<file path="config.mk">
export PLATFORM = sky130hd
export DESIGN_NAME = imm_decode_stage_flat
export DESIGN_NICKNAME = d
export VERILOG_FILES = /design/src/rtl/imm_pkg.sv /design/src/rtl/imm_decode_stage_if.sv /design/src/rtl/imm_extract.sv /design/src/rtl/imm_decode_stage.sv /design/src/flat_wrapper.sv
export SDC_FILE = /design/constraint.sdc
export NUM_CORES = 1
export LEC_CHECK = 0
export ABC_CLOCK_PERIOD_IN_PS = 4300
export BUFFER_PORTS_ARGS = -buffer_cell sky130_fd_sc_hd__buf_2
export CAP_MARGIN = 20
export CORE_UTILIZATION = 55
export CTS_CLUSTER_SIZE = 25
export DETAILED_ROUTE_END_ITERATION = 10
export GPL_TIMING_DRIVEN = 0
export PLACE_DENSITY = 0.82
export SLEW_MARGIN = 25
export SYNTH_ARGS = -nofsm -noshare
export SYNTH_HDL_FRONTEND = slang
export SYNTH_SLANG_ARGS = --single-unit
</file>
<file path="constraint.sdc">
create_clock -name clk -period 4.3 [get_ports clk]
set_input_delay 0.645 -clock clk [delete_from_list [all_inputs] [get_ports clk]]
set_output_delay 0.645 -clock clk [all_outputs]
set_load 0.01 [all_outputs]
</file>
<file path="src/rtl/imm_pkg.sv">
`default_nettype none
// ============================================================================
// Module      : imm_pkg
// Description : Immediate-format enumeration and RV base opcode constants
//               shared by the immediate decode stage and its extractor.
// Revision    : 1.0 - initial release
// ============================================================================
package imm_pkg;

    typedef enum logic [2:0] {
        IMM_NONE = 3'd0,
        IMM_I    = 3'd1,
        IMM_S    = 3'd2,
        IMM_B    = 3'd3,
        IMM_U    = 3'd4,
        IMM_J    = 3'd5,
        IMM_Z    = 3'd6
    } imm_type_e;

    localparam logic [6:0] OP_LOAD   = 7'b0000011;
    localparam logic [6:0] OP_IMM    = 7'b0010011;
    localparam logic [6:0] OP_JALR   = 7'b1100111;
    localparam logic [6:0] OP_FENCE  = 7'b0001111;
    localparam logic [6:0] OP_STORE  = 7'b0100011;
    localparam logic [6:0] OP_BRANCH = 7'b1100011;
    localparam logic [6:0] OP_AUIPC  = 7'b0010111;
    localparam logic [6:0] OP_LUI    = 7'b0110111;
    localparam logic [6:0] OP_JAL    = 7'b1101111;
    localparam logic [6:0] OP_OP     = 7'b0110011;
    localparam logic [6:0] OP_SYSTEM = 7'b1110011;

endpackage
`default_nettype wire

</file>
<file path="src/rtl/imm_decode_stage_if.sv">
`default_nettype none
// ============================================================================
// Module      : imm_decode_stage_if
// Description : Upstream/downstream valid-ready bundle of the decode stage.
// Revision    : 1.0 - initial release
// ============================================================================
interface imm_decode_stage_if #(
    parameter int XLEN = 32,
    parameter int PCW  = XLEN
);
    import imm_pkg::*;

    logic            in_valid;
    logic            in_ready;
    logic [31:0]     in_inst;
    logic [PCW-1:0]  in_pc;
    logic            out_valid;
    logic            out_ready;
    logic [31:0]     out_inst;
    logic [PCW-1:0]  out_pc;
    logic [XLEN-1:0] out_imm;
    imm_type_e       out_imm_type;
    logic [PCW-1:0]  out_target;
    logic            out_illegal;

    // Stage side
    modport slave (
        input  in_valid, in_inst, in_pc, out_ready,
        output in_ready, out_valid, out_inst, out_pc, out_imm,
               out_imm_type, out_target, out_illegal
    );

    // Environment side
    modport master (
        output in_valid, in_inst, in_pc, out_ready,
        input  in_ready, out_valid, out_inst, out_pc, out_imm,
               out_imm_type, out_target, out_illegal
    );
endinterface
`default_nettype wire

</file>
<file path="src/rtl/imm_extract.sv">
`default_nettype none
// ============================================================================
// Module      : imm_extract
// Description : Combinational RV immediate extraction: format, value, illegal.
// Revision    : 1.0 - initial release
// ============================================================================
module imm_extract
    import imm_pkg::*;
#(
    parameter int XLEN = 32
) (
    input  logic [31:0]     inst_i,
    output logic [XLEN-1:0] imm_o,
    output imm_type_e       imm_type_o,
    output logic            illegal_o
);

    logic [31:0] w_imm32;
    logic        w_unused;

    // funct3 bits other than inst[14] never influence the immediate
    assign w_unused = ^inst_i[13:12];

    always_comb begin
        imm_type_o = IMM_NONE;
        illegal_o  = 1'b0;
        case (inst_i[6:0])
            OP_LOAD, OP_IMM, OP_JALR, OP_FENCE: imm_type_o = IMM_I;
            OP_STORE:                           imm_type_o = IMM_S;
            OP_BRANCH:                          imm_type_o = IMM_B;
            OP_AUIPC, OP_LUI:                   imm_type_o = IMM_U;
            OP_JAL:                             imm_type_o = IMM_J;
            OP_OP:                              imm_type_o = IMM_NONE;
            OP_SYSTEM: imm_type_o = inst_i[14] ? IMM_Z : IMM_I;
            default:                            illegal_o  = 1'b1;
        endcase
    end

    // Every format fits in 32 bits; Z keeps bit 31 clear so the widening
    // sign extension below leaves it zero-extended.
    always_comb begin
        w_imm32 = '0;
        case (imm_type_o)
            IMM_I: w_imm32 = {{20{inst_i[31]}}, inst_i[31:20]};
            IMM_S: w_imm32 = {{20{inst_i[31]}}, inst_i[31:25], inst_i[11:7]};
            IMM_B: w_imm32 = {{19{inst_i[31]}}, inst_i[31], inst_i[7],
                              inst_i[30:25], inst_i[11:8], 1'b0};
            IMM_U: w_imm32 = {inst_i[31:12], 12'b0};
            IMM_J: w_imm32 = {{11{inst_i[31]}}, inst_i[31], inst_i[19:12],
                              inst_i[20], inst_i[30:21], 1'b0};
            IMM_Z: w_imm32 = {27'b0, inst_i[19:15]};
            default: w_imm32 = '0;
        endcase
    end

    assign imm_o = XLEN'($signed(w_imm32));

endmodule
`default_nettype wire

</file>
<file path="src/rtl/imm_decode_stage.sv">
`default_nettype none
// ============================================================================
// Module      : imm_decode_stage
// Description : Two-entry (main + skid) pipeline stage decoding RV immediates
//               and branch/jump targets with a registered in_ready.
// Revision    : 1.0 - initial release
// ============================================================================
module imm_decode_stage
    import imm_pkg::*;
#(
    parameter int XLEN = 32,
    parameter int PCW  = XLEN
) (
    input  logic              clk,
    input  logic              rst_n,
    input  logic              flush,
    imm_decode_stage_if.slave bus
);

    typedef struct packed {
        logic [31:0]     inst;
        logic [PCW-1:0]  pc;
        logic [XLEN-1:0] imm;
        imm_type_e       imm_type;
        logic [PCW-1:0]  target;
        logic            illegal;
    } entry_t;

    logic [XLEN-1:0] w_imm;
    imm_type_e       w_imm_type;
    logic            w_illegal;
    entry_t          w_entry;
    logic            w_accept;
    logic            w_consume;

    entry_t main_q, main_d, skid_q, skid_d;
    logic   main_valid_q, main_valid_d;
    logic   skid_valid_q, skid_valid_d;
    logic   in_ready_q;

    imm_extract #(.XLEN(XLEN)) u_extract (
        .inst_i     (bus.in_inst),
        .imm_o      (w_imm),
        .imm_type_o (w_imm_type),
        .illegal_o  (w_illegal)
    );

    // Decode and target add happen before storage, so both registers hold
    // finished results and the outputs are pure flop outputs.
    always_comb begin
        w_entry.inst     = bus.in_inst;
        w_entry.pc       = bus.in_pc;
        w_entry.imm      = w_imm;
        w_entry.imm_type = w_imm_type;
        w_entry.target   = bus.in_pc + PCW'($signed(w_imm));
        w_entry.illegal  = w_illegal;
    end

    assign w_accept  = bus.in_valid & in_ready_q;
    assign w_consume = main_valid_q & bus.out_ready;

    always_comb begin
        main_d       = main_q;
        skid_d       = skid_q;
        main_valid_d = main_valid_q;
        skid_valid_d = skid_valid_q;
        if (flush) begin
            main_valid_d = 1'b0;
            skid_valid_d = 1'b0;
        end else if (w_consume) begin
            // in_ready is low whenever skid is occupied, so no accept here
            if (skid_valid_q) begin
                main_d       = skid_q;
                skid_valid_d = 1'b0;
            end else if (w_accept) begin
                main_d       = w_entry;
            end else begin
                main_valid_d = 1'b0;
            end
        end else if (w_accept) begin
            if (main_valid_q) begin
                skid_d       = w_entry;
                skid_valid_d = 1'b1;
            end else begin
                main_d       = w_entry;
                main_valid_d = 1'b1;
            end
        end
    end

    always_ff @(posedge clk or negedge rst_n) begin
        if (!rst_n) begin
            main_q       <= '0;
            skid_q       <= '0;
            main_valid_q <= 1'b0;
            skid_valid_q <= 1'b0;
            in_ready_q   <= 1'b0;
        end else begin
            main_q       <= main_d;
            skid_q       <= skid_d;
            main_valid_q <= main_valid_d;
            skid_valid_q <= skid_valid_d;
            in_ready_q   <= ~skid_valid_d;
        end
    end

    assign bus.in_ready     = in_ready_q;
    assign bus.out_valid    = main_valid_q;
    assign bus.out_inst     = main_q.inst;
    assign bus.out_pc       = main_q.pc;
    assign bus.out_imm      = main_q.imm;
    assign bus.out_imm_type = main_q.imm_type;
    assign bus.out_target   = main_q.target;
    assign bus.out_illegal  = main_q.illegal;

endmodule
`default_nettype wire

</file>
<file path="src/flat_wrapper.sv">
// flat-port wrapper written by rule: the top's interface ports become plain ports
module imm_decode_stage_flat import imm_pkg::*;
#(
    parameter int XLEN = 32,
    parameter int PCW  = XLEN
)
  (clk, rst_n, flush, bus_in_valid, bus_in_inst, bus_in_pc, bus_out_ready, bus_in_ready, bus_out_valid, bus_out_inst, bus_out_pc, bus_out_imm, bus_out_imm_type, bus_out_target, bus_out_illegal);
  imm_decode_stage_if #(.XLEN(XLEN), .PCW(PCW)) bus_i ();
  input  logic clk;
  input  logic rst_n;
  input  logic flush;
  input wire logic [$bits(bus_i.in_valid)-1:0] bus_in_valid;
  input wire logic [$bits(bus_i.in_inst)-1:0] bus_in_inst;
  input wire logic [$bits(bus_i.in_pc)-1:0] bus_in_pc;
  input wire logic [$bits(bus_i.out_ready)-1:0] bus_out_ready;
  output wire logic [$bits(bus_i.in_ready)-1:0] bus_in_ready;
  output wire logic [$bits(bus_i.out_valid)-1:0] bus_out_valid;
  output wire logic [$bits(bus_i.out_inst)-1:0] bus_out_inst;
  output wire logic [$bits(bus_i.out_pc)-1:0] bus_out_pc;
  output wire logic [$bits(bus_i.out_imm)-1:0] bus_out_imm;
  output wire logic [$bits(bus_i.out_imm_type)-1:0] bus_out_imm_type;
  output wire logic [$bits(bus_i.out_target)-1:0] bus_out_target;
  output wire logic [$bits(bus_i.out_illegal)-1:0] bus_out_illegal;
  assign bus_i.in_valid = bus_in_valid;
  assign bus_i.in_inst = bus_in_inst;
  assign bus_i.in_pc = bus_in_pc;
  assign bus_i.out_ready = bus_out_ready;
  assign bus_in_ready = bus_i.in_ready;
  assign bus_out_valid = bus_i.out_valid;
  assign bus_out_inst = bus_i.out_inst;
  assign bus_out_pc = bus_i.out_pc;
  assign bus_out_imm = bus_i.out_imm;
  assign bus_out_imm_type = bus_i.out_imm_type;
  assign bus_out_target = bus_i.out_target;
  assign bus_out_illegal = bus_i.out_illegal;
  imm_decode_stage #(.XLEN(XLEN), .PCW(PCW)) u_core (.clk(clk), .rst_n(rst_n), .flush(flush), .bus(bus_i));
endmodule
</file>
==> flow_summary_export.csv, run 1 <==
group,metric,value,unit
status,status,"completed",
synthesis,netlist_instances,1580,
place,place_congestion,0.979,
cells_and_area,multi_input_area,6110,um2
cts,root_buffer,"clkbuf_16",
setup_path,r2r_slack,1.23,ns
synthesis,synth_warnings,0,
setup_path,crit_end,"u_core.bus.out_target[29]",
synthesis,yosysTopAreaCell,"dfrtp_1",
setup_path,cpPeakStageDelay,0.51,ns
setup_path,cp_data_arrival_time,4.68,ns
cts,cts_buffer_depth,3,
routing,ant_nets,0,
cts,cts_sinks,267,
setup_path,worstSetupPathType,"input pin to flip-flop",
cells_and_area,mostFrequentLayoutCells,"537 x nand2_1, 267 x dfrtp_1, 201 x buf_2",
power_and_ir_drop,finalPower,6.76,mW
setup_path,rr_startpoint,"u_core.bus.out_valid",
sta,tns,0,ns
setup_path,slowest_stage,"a21boi_4",
routing,drt-initial-drc-count,1260,
sta,skew,0.00863,ns
synthesis,yosysUniqueCellTypes,68,
place,hpwl,29.9,mm
sta,finalHoldViolations,0,
floorplanning,core-area,23500,um2
cts,cts_buffers,27,
global_route,grtUsageMet2,52.9,%
power_and_ir_drop,ir_worst_vdd,0.000273,V
sta,post-route-period-util,98.6,%
synthesis,synth_fp_nets,1681,
floorplanning,boundaryPins,203,
floorplanning,rows,56,
synthesis,yosysSeqAreaShare,50.5,%
power_and_ir_drop,leakage,7.93,nW
routing,route.final.wire_length,40.8,mm
routing,vias_per_cell,5.83,
cells_and_area,areaGrowthSynthToFinish,20.2,%
sta,clock.fmax,236,MHz
worst_hold_path,min_path_type,"input pin to asynchronous set/reset pin",
run,drv_cap,0,
setup_path,crit_path_start,"bus_in_inst[2]",
synthesis,avgSynthCellArea,8.37,um2
sta,rsz0062_at_grt,"yes",
routing,drcViolationCount,0,
cells_and_area,final_common_cell,"nand2_1",
cells_and_area,fill_cells,1935,
setup_path,cp.required,4.74,ns
cts,clk_latency,0.53,ns
cts,clk_pin_slew,0.06,ns
global_route,grt_max_degree,94,
sta,finalSetupViolCount,0,
floorplanning,die_area,24700,um2
global_route,grt_antenna_before_repair,1,
setup_path,crit_fanout,8,
setup_path,cp_cell_sequence,"buf_2 > nor2_4 > nand4_1 > nor3b_4 > o41a_1 > a21boi_4 > a21oi_4 > inv_2 > ha_1 > buf_6 > a21o_1 > a21o_1 > a211oi_4 > a2111oi_4 > or4_4 > a31oi_2 > xor2_1 > buf_4 > a311oi_2",
cts,h-tree-depth,1,
routing,num_vias,12583,
setup_path,path_common_cell,"a21o_1",
synthesis,synth_top_area_share,50.5,%
global_route,grt_use_total,33.2,%
global_route,gr-usage-met1,45.2,%
sta,finalCriticalPeriod,4.24,ns
routing,first_pass_iters,7,
global_route,overflow,0,
sta,tightestPinTransition,0.981,ns
synthesis,synth_edf_count,0,
sta,slew_headroom,34.2,%
routing,wl_per_cell,18.9,um
floorplanning,die_w,157,um
cells_and_area,regArea,6680,um2
floorplanning,die_h,157,um
setup_path,rr_endpoint,"u_core.bus.out_target[28]",
cts,cts_tree,"done",
synthesis,ys.flop_type,"dfrtp_1",
place,dp_slack,-0.836,ns
sta,fin_ws,0.0591,ns
synthesis,ys_ff_latch,267,
place,io_buffers,199,
cells_and_area,antenna_cells,0,
synthesis,synth.cell_area,13200,um2
synthesis,synthArstFlopShare,100,%
global_route,use_met3,5.62,%
global_route,grt_pass1_vias,11624,
floorplanning,start_util,56.2,%
setup_path,reg2regPathDepth,6,
power_and_ir_drop,p_per_area,425,nW/um2
cells_and_area,fin_nets,1923,
cells_and_area,layout-drive-gt1-share,18.4,%
synthesis,synth_area_leaders,"dfrtp_1 51%, nand2_1 15%, a31oi_1 4.4%, nor2_1 4.3%, a21oi_1 3.7%",
setup_path,endpoint_kind,"flip-flop",
global_route,grt-busiest-layer,"met2",
setup_path,startpoint_type,"input pin",
sta,maxSlewViolCount,0,
global_route,grt_pass1_wl,62.9,mm
-- cells by family (layout without fill, tap and decap cells) --
kind of cell    Yosys count  after routing  synth area share, %
flops                   267            267                 50.5
xor+xnor                 31             31                 2.05
compound gates          347            347                 15.6
buf+inv                 138            396                 5.14
mux                      11             11                0.918
simple gates            754            754                 22.7
fa+ha+maj                32             32                 3.08
-- cell usage after synthesis (all sizes together) (9+ instances only) --
| cell type | count |
|---|---|
| a21oi | 100 |
| nand4 | 9 |
| clkbuf | 81 |
| and2 | 9 |
| xor2 | 12 |
| buf | 19 |
| a21o | 16 |
| nand2 | 539 |
| mux2 | 9 |
| a31oi | 93 |
| o21ai | 104 |
| nor2 | 151 |
| xnor2 | 19 |
| nand3 | 11 |
| dfrtp | 267 |
| inv | 33 |
| ha | 31 |
-- worst min-delay path by stage --
stage,startpoint,to,depth (start not counted)
after floorplan,rst_n,u_core.bus.in_ready,0
after global placement,u_core.skid_q[16],u_core.skid_q[16],2
after detailed placement,u_core.skid_q[16],u_core.skid_q[16],2
after CTS,rst_n,u_core.bus.out_inst[5],1
after global routing,rst_n,u_core.skid_q[103],1
final,rst_n,u_core.bus.out_inst[5],1
-- registers in the layout, summed over array words and instances, names as in the netlist --
name and cells:
u_core.skid_valid_q 1, u_core.bus.out_imm_type 3, u_core.bus.out_valid 1, u_core.bus.in_ready 1, u_core.bus.out_pc 32, u_core.skid_q 132, u_core.bus.out_imm 32, u_core.bus.out_illegal 1
u_core.bus.out_inst 32, u_core.bus.out_target 32
-- where the power goes --
group	total [mW]	internal [mW]	switching [mW]
logic	1.22	0.484	0.738
clock network	2.32	1.37	0.960
registers	3.21	2.95	0.263
total	6.76	4.80	1.96
-- through the flow --
step                      area (um2)  hold slack, ns  instances  util, %
after global routing           15900           0.192       2157     67.5
after floorplan                13200           0.349       1580        -
final                          15900           0.137       2157     67.5
after CTS                      15700           0.153       2152     66.5
after global placement         14600           0.453       2098     62.1
after detailed placement       14700           0.460       2101     62.4
-- area by class of cell --
| class | instances | share of cell area, % |
|---|---|---|
| flip-flops and latches | 267 | 42.0 |
| inverters | 33 | 0.780 |
| multi-input cells | 1175 | 38.5 |
| repair buffers | 214 | 7.29 |
| plain buffers | 104 | 3.46 |
| clock inverters | 8 | 0.591 |
| well taps | 319 | 2.51 |
| clock buffers | 37 | 4.87 |
-- what timing repair did --
| item | 4_1_cts | 5_1_grt |
|---|---|---|
| setup endpoints to repair | 11 | 28 |
| pin swaps | 4 | 11 |
| setup buffers | 6 | 6 |
| hold endpoints to repair | 0 | 0 |
| hold buffers | 0 | 0 |
| resized for setup | 10 | 43 |
-- layer usage --
metal | part of all wire [%] | vias to the layer above
met5 | 0.034 | -
met4 | 3.8 | 2
met3 | 9.9 | 110
met2 | 46 | 667
met1 | 40 | 6068
li1 | - | 5736
-- critical path, delay by kind of cell --
family	cells	cell delay, ns
AND/OR/NAND/NOR	4	1.09
AO/OA/AOI/OAI	9	2.01
buffers and inverters	4	0.56
XOR/XNOR	1	0.09
adder cells (fa/ha/maj)	1	0.25
(Power assumes the default switching activity.)
==> inputs of run 2 (changes only) <==
--- a/config.mk
+++ b/config.mk
@@ -5,6 +5,7 @@
 export SDC_FILE = /design/constraint.sdc
 export NUM_CORES = 1
 export LEC_CHECK = 0
+export ABC_AREA = 1
 export ABC_CLOCK_PERIOD_IN_PS = 4300
 export BUFFER_PORTS_ARGS = -buffer_cell sky130_fd_sc_hd__buf_2
 export CAP_MARGIN = 20
@@ -12,7 +13,7 @@
 export CTS_CLUSTER_SIZE = 25
 export DETAILED_ROUTE_END_ITERATION = 10
 export GPL_TIMING_DRIVEN = 0
-export PLACE_DENSITY = 0.82
+export PLACE_DENSITY = 0.81
 export SLEW_MARGIN = 25
 export SYNTH_ARGS = -nofsm -noshare
 export SYNTH_HDL_FRONTEND = slang
==> run 2 against run 1 <==
Critical path depth rose by 3. Design area about the same. Global-route usage up 3.2 points. Sequential share of layout area hardly changed.
==> flow_summary_export.csv, run 2 <==
group,metric,value,unit
status,status,"completed",
sta,slew_headroom,38.8,%
floorplanning,rows,56,
cells_and_area,fill_cells,2024,
power_and_ir_drop,p_int,5.21,mW
routing,wl_per_cell,19.8,um
cells_and_area,regArea,6680,um2
synthesis,synth_edf_count,0,
routing,num_vias,13225,
cells_and_area,largest_reg_flops,132,
synthesis,ys_ff_latch,267,
synthesis,synth_warnings,0,
floorplanning,boundaryPins,203,
power_and_ir_drop,finalPower,7.59,mW
setup_path,critical_path.top_delay_family,"simple AND/OR/NAND/NOR gates",
sta,skew,0.0218,ns
cts,cts_tree,"done",
synthesis,ys.flop_type,"dfrtp_1",
routing,route.final.wire_length,45.7,mm
synthesis,yosysSeqAreaShare,49.5,%
power_and_ir_drop,leakage,8.24,nW
setup_path,path_common_cell,"nand2_1",
floorplanning,core-area,23800,um2
synthesis,synth.cell_area,13500,um2
setup_path,startpoint_type,"input pin",
setup_path,endpoint_kind,"flip-flop",
sta,tightestPinTransition,0.917,ns
floorplanning,die_area,25200,um2
global_route,grt_pass1_wl,71.2,mm
cells_and_area,final_common_cell,"nand2_1",
routing,drt-initial-drc-count,1295,
cells_and_area,multi_input_area,5980,um2
cells_and_area,areaGrowthSynthToFinish,17.8,%
cts,h-tree-depth,1,
synthesis,yosysTopAreaCell,"dfrtp_1",
global_route,grt_antenna_before_repair,0,
setup_path,reg2regPathDepth,9,
global_route,grt_max_degree,95,
setup_path,cp_cell_sequence,"buf_2 > nand2_2 > nor2_1 > nand2_1 > nand2_1 > nor2_2 > nand4_1 > o211ai_1 > ha_1 > inv_1 > fa_1 > nand3b_1 > nand2_1 > a21oi_2 > o21ai_0 > nand2_1 > nand2_1 > nand3_1 > nand3_1 > nand2_1 > nand2_1 > o21ai_0",
setup_path,cp.required,4.70,ns
synthesis,synth_area_leaders,"dfrtp_1 49%, nand2_1 16%, o21ai_0 5.2%, nor2_1 4.3%, a31oi_1 4.0%",
power_and_ir_drop,p_per_area,477,nW/um2
cells_and_area,top_register,"u_core.skid_q",
floorplanning,start_util,56.9,%
setup_path,rr_endpoint,"u_core.bus.out_inst[19]",
setup_path,slowest_stage,"o21ai_0",
cts,clk_pin_slew,0.06,ns
sta,finalHoldViolations,0,
synthesis,synth_fp_nets,1842,
power_and_ir_drop,clockPowerShare,32.2,%
cts,cts_buffer_depth,3,
power_and_ir_drop,pwr-share-comb,21.5,%
sta,post-route-period-util,90.5,%
power_and_ir_drop,p_switching,2.38,mW
cells_and_area,fin_nets,2076,
cells_and_area,antenna_cells,0,
floorplanning,die_w,159,um
cts,root_buffer,"clkbuf_16",
setup_path,crit_fanout,5,
floorplanning,die_h,159,um
sta,finalSetupViolCount,0,
global_route,gr-usage-met1,49.3,%
setup_path,path_buf_inv,2,
place,place_congestion,0.966,
setup_path,cp_data_arrival_time,4.29,ns
setup_path,r2r_slack,1.38,ns
synthesis,synth.most_common_cell,"nand2_1",
sta,tns,0,ns
global_route,use_met3,5.36,%
routing,first_pass_iters,6,
routing,vias_per_cell,5.72,
sta,maxSlewViolCount,0,
setup_path,worstSetupPathType,"input pin to flip-flop",
cts,post_cts_buffers,0,
routing,drcViolationCount,0,
synthesis,avgSynthCellArea,7.76,um2
global_route,grt_pass1_vias,12680,
synthesis,synth_top_area_share,49.5,%
power_and_ir_drop,p_sw_share,31.3,%
global_route,grtUsageMet2,58.9,%
power_and_ir_drop,seqPwrFrac,46.3,%
run,drv_cap,0,
cts,clk_latency,0.56,ns
synthesis,synth_common_cells,"590 x nand2_1, 267 x dfrtp_1, 154 x nor2_1",
worst_hold_path,min_path_type,"input pin to asynchronous set/reset pin",
power_and_ir_drop,ir_worst_vdd,0.000301,V
global_route,grt-busiest-layer,"met2",
setup_path,rr_startpoint,"u_core.bus.out_valid",
synthesis,netlist_instances,1741,
sta,finalCriticalPeriod,3.89,ns
place,io_buffers,202,
cts,ctsResizeCount,0,
cells_and_area,mostFrequentLayoutCells,"590 x nand2_1, 267 x dfrtp_1, 215 x buf_2",
place,hpwl,34.7,mm
cells_and_area,layout-drive-gt1-share,15.2,%
global_route,grt_use_total,36.4,%
synthesis,synthArstFlopShare,100,%
routing,ant_nets,0,
cts,cts_hold_buf,0,
sta,clock.fmax,257,MHz
setup_path,cpPeakStageDelay,0.45,ns
cts,cts_buffers,28,
global_route,overflow,0,
synthesis,yosysUniqueCellTypes,46,
sta,rsz0062_at_grt,"no",
cts,cts_sinks,267,
run 2: cell count changes in the layout (fill, tap and decap cells not counted), sizes merged, moves of 6 or more:
cell / change
buf: -7
inv: +100
o21ai: +54
clkbuf: -16
mux2: -9
nand2: +58
o211ai: +6
nor2: +7
and3: -6
nand3: +34
a31oi: -7
xnor2: -13
a21o: -9
and2: -9
run 2: metrics by stage:
step	util [%]	setup WS (ns)	hold WS, ns	instances	cell area [um2]
after CTS	67.0	0.467	0.142	2311	15900
after floorplan	-	0.865	0.349	1741	13500
after global routing	67.0	0.0345	0.176	2311	15900
after detailed placement	63.1	-0.101	0.458	2264	15000
final	67.0	0.408	0.124	2311	15900
after global placement	62.8	-2.19	0.455	2262	14900
run 2: logic make-up (layout without fill, tap and decap cells):
kind of cell             count (synthesis)  in the layout  share of synthesized area [%]
AND/OR/NAND/NOR                        825            825                           24.3
XOR/XNOR                                13             13                          0.843
buffers and inverters                  221            472                           6.30
flip-flops                             267            267                           49.5
AO/OA/AOI/OAI                          383            383                           16.0
adder cells (fa/ha/maj)                 32             32                           3.02
run 2: worst max path at each step:
stage	slack (ns)	depth (start not counted)	to	startpoint
floorplan	0.87	22	u_core.bus.out_target[28]	bus_in_inst[0]
finish	0.41	22	u_core.skid_q[29]	bus_in_inst[0]
global route	0.03	22	u_core.skid_q[29]	bus_in_inst[0]
CTS	0.47	22	u_core.skid_q[29]	bus_in_inst[0]
global placement	-2.19	1	u_core.skid_q[92]	rst_n
detailed placement	-0.10	22	u_core.skid_q[29]	bus_in_inst[0]
run 2: per-layer routing:
metal  share of wire (%)  wire, um  vias up
li1                    -         -     6146
met1                  41     18800     6349
met2                  47     21400      622
met3                 8.3      3790      108
met4                 3.9      1790        0
met5                   0         0        -
run 2: layout make-up:
| class | count | area share [%] |
|---|---|---|
| Clock inverter | 10 | 0.629 |
| Buffer | 87 | 2.19 |
| Sequential cell | 267 | 42.0 |
| Inverter | 134 | 3.16 |
| Timing Repair Buffer | 204 | 6.77 |
| Multi-Input combinational cell | 1253 | 37.6 |
| Tap cell | 319 | 2.51 |
| Clock buffer | 37 | 5.13 |
run 2: power by group through the flow:
| stage | combinational (mW) | clock [mW] | sequential, mW |
|---|---|---|---|
| floorplan | 0.831 | 0 | 3.60 |
| global placement | 1.56 | 0 | 3.52 |
| detailed placement | 1.62 | 0 | 3.54 |
| CTS | 1.63 | 2.45 | 3.50 |
| global route | 1.82 | 2.55 | 3.58 |
| finish | 1.63 | 2.44 | 3.51 |
